$ cat config.mk
export PLATFORM = sky130hd
export DESIGN_NAME = mem_port_arbiter
export DESIGN_NICKNAME = d
export VERILOG_FILES = /design/src/rtl/mem_port_arbiter.sv
export SDC_FILE = /design/constraint.sdc
export NUM_CORES = 1
export LEC_CHECK = 0
export ABC_CLOCK_PERIOD_IN_PS = 6400
export CAP_MARGIN = 40
export CORE_MARGIN = 2
export CORE_UTILIZATION = 43
export CTS_BUF_LIST = sky130_fd_sc_hd__clkbuf_4
export CTS_CLUSTER_DIAMETER = 150
export DETAILED_ROUTE_END_ITERATION = 12
export PLACE_DENSITY = 0.82
export SLEW_MARGIN = 0
export SYNTH_ARGS = -nofsm -noshare
export SYNTH_HDL_FRONTEND = slang
export SYNTH_SLANG_ARGS = --single-unit
$ cat constraint.sdc
create_clock -name clk -period 6.4 [get_ports clk]
set_clock_uncertainty 0.2 [all_clocks]
set_input_delay 1.28 -clock clk [delete_from_list [all_inputs] [get_ports clk]]
set_output_delay 1.28 -clock clk [all_outputs]
set_load 0.005 [all_outputs]
$ cat src/rtl/mem_port_arbiter.sv
// Shares one memory port between instruction fetch and the load/store stage.
// One request is latched at a time and served as IDLE -> ACCESS -> RESP.
module mem_port_arbiter #(
  parameter int unsigned ADDR_BITS    = 32,
  parameter int unsigned DATA_BITS    = 32,
  parameter int unsigned WAIT_CYCLES  = 1,
  parameter int unsigned STARVE_LIMIT = 4
) (
  input  logic                 clk,
  input  logic                 reset,
  input  logic                 ifReq,
  input  logic [ADDR_BITS-1:0] ifAddr,
  output logic [DATA_BITS-1:0] ifRdata,
  output logic                 ifDone,
  output logic                 ifStall,
  input  logic                 dmReq,
  input  logic                 dmWrEn,
  input  logic [ADDR_BITS-1:0] dmAddr,
  input  logic [DATA_BITS-1:0] dmWdata,
  output logic [DATA_BITS-1:0] dmRdata,
  output logic                 dmDone,
  output logic                 dmStall,
  output logic [ADDR_BITS-1:0] memAddr,
  output logic                 memWrEn,
  output logic [DATA_BITS-1:0] memWdata,
  input  logic [DATA_BITS-1:0] memRdata,
  output logic [1:0]           owner,
  output logic                 busy
);

  localparam int unsigned WAIT_W   = (WAIT_CYCLES > 0) ? $clog2(WAIT_CYCLES + 1) : 1;
  localparam int unsigned STARVE_W = $clog2(STARVE_LIMIT + 1);

  localparam logic [1:0] OWNER_NONE = 2'd0;
  localparam logic [1:0] OWNER_IF   = 2'd1;
  localparam logic [1:0] OWNER_DM   = 2'd2;

  typedef enum logic [1:0] {IDLE, ACCESS, RESP} stateType;

  stateType              state;
  logic [WAIT_W-1:0]     waitCnt;
  logic [STARVE_W-1:0]   starveCnt;
  logic                  latchedWr;
  logic                  starved;
  logic                  pickDm;

  // DM has priority unless fetch has been passed over STARVE_LIMIT times in a row
  assign starved = (starveCnt == STARVE_W'(STARVE_LIMIT));
  assign pickDm  = dmReq & ~(ifReq & starved);

  assign ifStall = ifReq & ~ifDone;
  assign dmStall = dmReq & ~dmDone;

  always_ff @(posedge clk or posedge reset) begin
    if (reset) begin
      state     <= IDLE;
      waitCnt   <= '0;
      starveCnt <= '0;
      latchedWr <= 1'b0;
      ifRdata   <= '0;
      ifDone    <= 1'b0;
      dmRdata   <= '0;
      dmDone    <= 1'b0;
      memAddr   <= '0;
      memWrEn   <= 1'b0;
      memWdata  <= '0;
      owner     <= OWNER_NONE;
      busy      <= 1'b0;
    end else begin
      ifDone  <= 1'b0;
      dmDone  <= 1'b0;
      memWrEn <= 1'b0;
      case (state)
        IDLE: begin
          if (pickDm) begin
            memAddr   <= dmAddr;
            memWrEn   <= dmWrEn;
            memWdata  <= dmWdata;
            latchedWr <= dmWrEn;
            owner     <= OWNER_DM;
            busy      <= 1'b1;
            waitCnt   <= WAIT_W'(WAIT_CYCLES);
            state     <= ACCESS;
            // Saturation is implicit: a starved fetch wins instead of counting further
            if (ifReq) starveCnt <= starveCnt + STARVE_W'(1);
          end else if (ifReq) begin
            memAddr   <= ifAddr;
            latchedWr <= 1'b0;
            owner     <= OWNER_IF;
            busy      <= 1'b1;
            waitCnt   <= WAIT_W'(WAIT_CYCLES);
            starveCnt <= '0;
            state     <= ACCESS;
          end else begin
            owner <= OWNER_NONE;
          end
        end
        ACCESS: begin
          if (waitCnt == '0) begin
            if (owner == OWNER_IF) begin
              ifRdata <= memRdata;
              ifDone  <= 1'b1;
            end else begin
              if (!latchedWr) dmRdata <= memRdata;
              dmDone <= 1'b1;
            end
            state <= RESP;
          end else begin
            waitCnt <= waitCnt - WAIT_W'(1);
          end
        end
        RESP: begin
          owner <= OWNER_NONE;
          busy  <= 1'b0;
          state <= IDLE;
        end
        default: begin
          owner <= OWNER_NONE;
          busy  <= 1'b0;
          state <= IDLE;
        end
      endcase
    end
  end

endmodule

**Word-level counts from Yosys, hierarchy flattened**

Index checks and enable logic that the tools add are counted.
Widths: inputs -> output; s select.

- Register bits after elaboration: 141
- Bits of input ports: 133

- Add/subtract/negate cells: 2
- Reduce and logical (&&, ||, !) cells: 11
- Bitwise operators: 11
- Multiplexer cells: 27
- Equality and inequality tests: 5

Operators with widths:

| kind | number |
|---|---|
| $mux 32 | 2 |
| $mux 1 | 14 |
| $reduce_and 2->1 | 6 |
| $mux 3 | 3 |
| $mux 2 | 4 |
| $pmux 2 s2 | 2 |
| $not 1->1 | 7 |
| $and 1x1->1 | 4 |
| $eq 2x1->1 const B | 2 |
| $pmux 1 s2 | 2 |
| $reduce_and 4->1 | 1 |
| $reduce_bool 2->1 | 2 |
| $add 3x1->3 const B | 1 |
| $eq 3x3->1 const B | 1 |
| $ne 3x3->1 const B | 1 |
| $reduce_and 3->1 | 1 |
| $logic_not 2->1 | 1 |
| $ne 2x2->1 const B | 1 |
| $sub 1x1->1 const B | 1 |

**Logic depth before layout (Yosys ltp)**

- Depth after elaboration: 6
- Depth in mapped cells: 7
- Depth with buffers taken out: 5

**Worst setup path before layout**

OpenSTA, ideal clock, no wires.

- Path type: input -> output
- Start: in dmReq
- End: out dmStall
- Buffers on the path: 1
- Arrival: 1.626 ns
- Slack: 3.294 ns
- Cell stages on the path: 3
- Data required time: 4.920 ns
- Cells stage by stage: buf_2 > inv_1 > nor2_1

- Longest elaborated chain between the ends: 1

RTL lines:

| what | line | text |
|---|---|---|
| from (decl) | 16 | `input logic dmReq,` |
| $and 1x1->1 | 52 | `assign dmStall = dmReq & ~dmDone;` |
| to (decl) | 22 | `output logic dmStall,` |

Every way passes these cells.

**Final worst setup path**

Same ends and word-level chain as after synthesis.

==> metrics.yaml <==
drt:
  avgRoutedWirePerCell_um: 18.2
  drt_first_iter_violations: 227
  routed_via_density: 5.23
  drt-total-wl_um: 16400
  top_layer_used: "met4"
  total_number_of_vias: 4716
  wl_met3_um: 1070
  detail_route.drc_violations: 0
  met1Wirelength_um: 6320
  wl_met2_um: 8560
  drt-pass1-iter-count: 5
  drtAntennaViolNets: 0
logic_synthesis:
  async_reset_ff_frac: 1.00
  synth-edff-count: 0
  synth_cells: 445
  post_synth_xor_area_fraction: 0
  yosysWarningCount: 0
  synth.top_cells.by_area: "sky130_fd_sc_hd__dfrtp_1 (58%), sky130_fd_sc_hd__mux2_4 (14%), sky130_fd_sc_hd__mux2_1 (5.6%)"
  yosysMostFrequentCell: "sky130_fd_sc_hd__dfrtp_1"
  synth-seq-cells: 141
  synth_fp_nets: 580
  synth.distinct_cells: 34
  postSynth.topFlopCell: "sky130_fd_sc_hd__dfrtp_1"
  netlist_area_um2: 6070
  synth_top_family_by_area: "multiplexers"
  synth_common_cells: "sky130_fd_sc_hd__dfrtp_1 (141), sky130_fd_sc_hd__mux2_4 (56), sky130_fd_sc_hd__inv_1 (38), sky130_fd_sc_hd__nand3_1 (33), sky130_fd_sc_hd__nand4_1 (33)"
  synth.yosys.seq_area_share: 0.582
  post_synth_fa_ha_maj_area_fraction: 0.00413
  post_synth_mux_area_share: 0.215
  synthDominantAreaCellType: "sky130_fd_sc_hd__dfrtp_1"
  synth_compound_area_frac: 0.0547
  synthesis.area_per_instance_um2: 13.6
  synth_top_area_frac: 0.582
  synth-simple-area-share: 0.0891
clock_network:
  cts.reportedPaths.clkPinSlew_ns: 0.12
  post_cts_buffers: 0
  cts_max_path_buffers: 2
  cts.hold.buffers_added: 0
  htree_levels: 4
  cts_resized: 0
  tritoncts: "done"
  cts_root_buf: "sky130_fd_sc_hd__clkbuf_4"
  worstSkewPairLatency_ns: 0.52
  cts_buffers: 17
  clkSinkCount: 141
power_and_ir_drop:
  pwr_density_cell_nw_per_um2: 458
  seq_power_share: 0.384
  ir_drop_mv: 0.192
  p_comb_frac: 0.499
  netSwitchingPower_mw: 1.34
  p_leak_nw: 4.00
  switching_part_of_the_total: 0.320
  pwr-share-clk: 0.117
  internal_power_mw: 2.85
sta:
  fmax_achieved_mhz: 228
  max_slew_margin: 0.547
  post-route-period-util: 0.686
  setup_viol_count_final: 0
  period_minus_slack_ns: 4.39
  setup_repair_after_global_routing_missed_its_margin: "false"
  fin_setup_tns_ns: 0
  final_number_of_max_transition_violations: 0
  timing_hold_violations_final: 0
  tightestPinTransition_ns: 0.679
placed_design:
  cell_total_after_placement: 868
  io_buffers: 268
  place_congestion: 0.771
  detailedPlacementHpwl_um: 11900
critical_path:
  crit_arrival_ns: 2.91
  cp_delay_by_family_top: "buffers and inverters"
  worstPathRequired_ns: 4.92
  crit_buf_inv: 4
  crit_type: "in2out"
  startpoint_type: "input pin"
  setup.worst_path.end_class: "output pin"
  cp_max_stage_delay_ns: 0.53
  worst_path_max_delay_cell: "sky130_fd_sc_hd__clkdlybuf4s50_1"
  cp_max_fo: 38
  timing.critical_path.mode_cell: "sky130_fd_sc_hd__clkdlybuf4s50_1"
  worstPathCellList: "clkdlybuf4s50_1 > buf_4 > inv_1 > nor2_1 > clkdlybuf4s50_1"
floorplan:
  floorplan.rows: 43
  initial_cell_density_of_the_core: 0.439
  die_width_um: 123
  fp.dieH_um: 123
  die_area_um2: 15100
  io_pins: 269
  core_area_um2: 13800
global_route:
  grt_max_degree: 91
  initial_antenna_violation_count: 1
  grt.total_usage: 0.216
  wire_length_of_the_first_global_routing_pass_um: 24900
  grt_overflow_total: 0
  number_of_global_route_vias_before_repair: 4814
layout:
  fin_nets: 842
  fillCellCount: 976
  finalNonFillerCells: 901
  seqCellArea_um2: 3530
  drive_gt1_frac: 0.160
  area.growth.synth_to_final_pct: 50.9
  multiInputGateArea_um2: 2210
run:
  cap_violations: 0
hold_path:
  worst_hold_path_type: "reg2reg"
run_status:
  run_status: "finished clean"
## per-stage QoR
step	hold WS (ns)	util	cell area [µm²]	setup slack, ns	total power, mW
final	0.297	0.662	9160	2.01	4.20
after detailed placement	0.274	0.645	8920	2.02	3.74
after global routing	0.319	0.662	9160	1.92	4.46
after CTS	0.303	0.662	9150	2.02	4.24
after global placement	0.268	0.639	8840	2.00	3.63
after floorplan	0.283	-	6070	1.14	2.56
## cell usage in the layout (no fill, tap or decap), types with 2 or more instances in the layout
master / Yosys / routed
sky130_fd_sc_hd__nor2b_1: 4 / 4
sky130_fd_sc_hd__clkbuf_4: 0 / 18
sky130_fd_sc_hd__nand3_1: 33 / 33
sky130_fd_sc_hd__nand4_1: 33 / 33
sky130_fd_sc_hd__buf_4: 3 / 6
sky130_fd_sc_hd__mux2_4: 56 / 56
sky130_fd_sc_hd__o221ai_1: 32 / 32
sky130_fd_sc_hd__a21o_1: 2 / 2
sky130_fd_sc_hd__clkdlybuf4s50_1: 0 / 268
sky130_fd_sc_hd__inv_6: 0 / 3
sky130_fd_sc_hd__mux2_1: 30 / 30
sky130_fd_sc_hd__nand2_1: 6 / 6
sky130_fd_sc_hd__and2_1: 2 / 2
sky130_fd_sc_hd__buf_12: 0 / 2
sky130_fd_sc_hd__inv_1: 38 / 37
sky130_fd_sc_hd__dfrtp_1: 141 / 141
sky130_fd_sc_hd__mux2_2: 10 / 10
sky130_fd_sc_hd__ha_1: 2 / 2
sky130_fd_sc_hd__clkinvlp_4: 0 / 4
sky130_fd_sc_hd__clkinv_2: 0 / 5
sky130_fd_sc_hd__o21ai_0: 3 / 3
## layer usage
metal / track usage / vias up
met5: 0 / -
met4: 0.0977 / 0
met3: 0.0627 / 32
met2: 0.366 / 206
met1: 0.252 / 2341
li1: - / 2137
## registers in the layout, summed over array words and instances (netlist names)
name / cells
ifDone: 1
state: 2
ifRdata: 32
owner: 2
memWrEn: 1
memWdata: 32
busy: 1
latchedWr: 1
memAddr: 32
waitCnt: 1
dmRdata: 32
starveCnt: 3
dmDone: 1
## power by group through the flow
stage / clock, mW / combinational [mW] / sequential, mW
after floorplan: 0 / 0.933 / 1.62
after global placement: 0 / 2.03 / 1.60
after detailed placement: 0 / 2.11 / 1.63
after CTS: 0.513 / 2.12 / 1.61
after global routing: 0.549 / 2.25 / 1.66
final: 0.492 / 2.10 / 1.61
## layout make-up
| cell class | count | area share |
|---|---|---|
| sequential | 141 | 0.385 |
| antenna | 1 | 0.000273 |
| timing repair buffer | 278 | 0.307 |
| clock inverter | 14 | 0.0105 |
| clock buffer | 18 | 0.0148 |
| multi-input combinational | 231 | 0.241 |
| inverter | 38 | 0.0161 |
| tap | 180 | 0.0246 |
## final timing paths
check                                    end    startpoint  slack (ns)  cells after the start
worst max-delay path                 dmStall         dmReq        2.01                      5
min in group asynchronous       memWdata[31]         reset        0.83                      2
worst max register to register  memWdata[22]  starveCnt[0]        3.67                      6
max in group asynchronous        memAddr[31]         reset        4.43                      3
worst min-delay path             dmRdata[12]   dmRdata[12]        0.30                      1
worst min register to register   dmRdata[12]   dmRdata[12]        0.30                      1
## cell families after synthesis
group,Yosys count
flops,141
mux,97
simple gates,92
buf+inv,73
compound gates,40
fa+ha+maj,2
(Power assumes the default switching activity.)
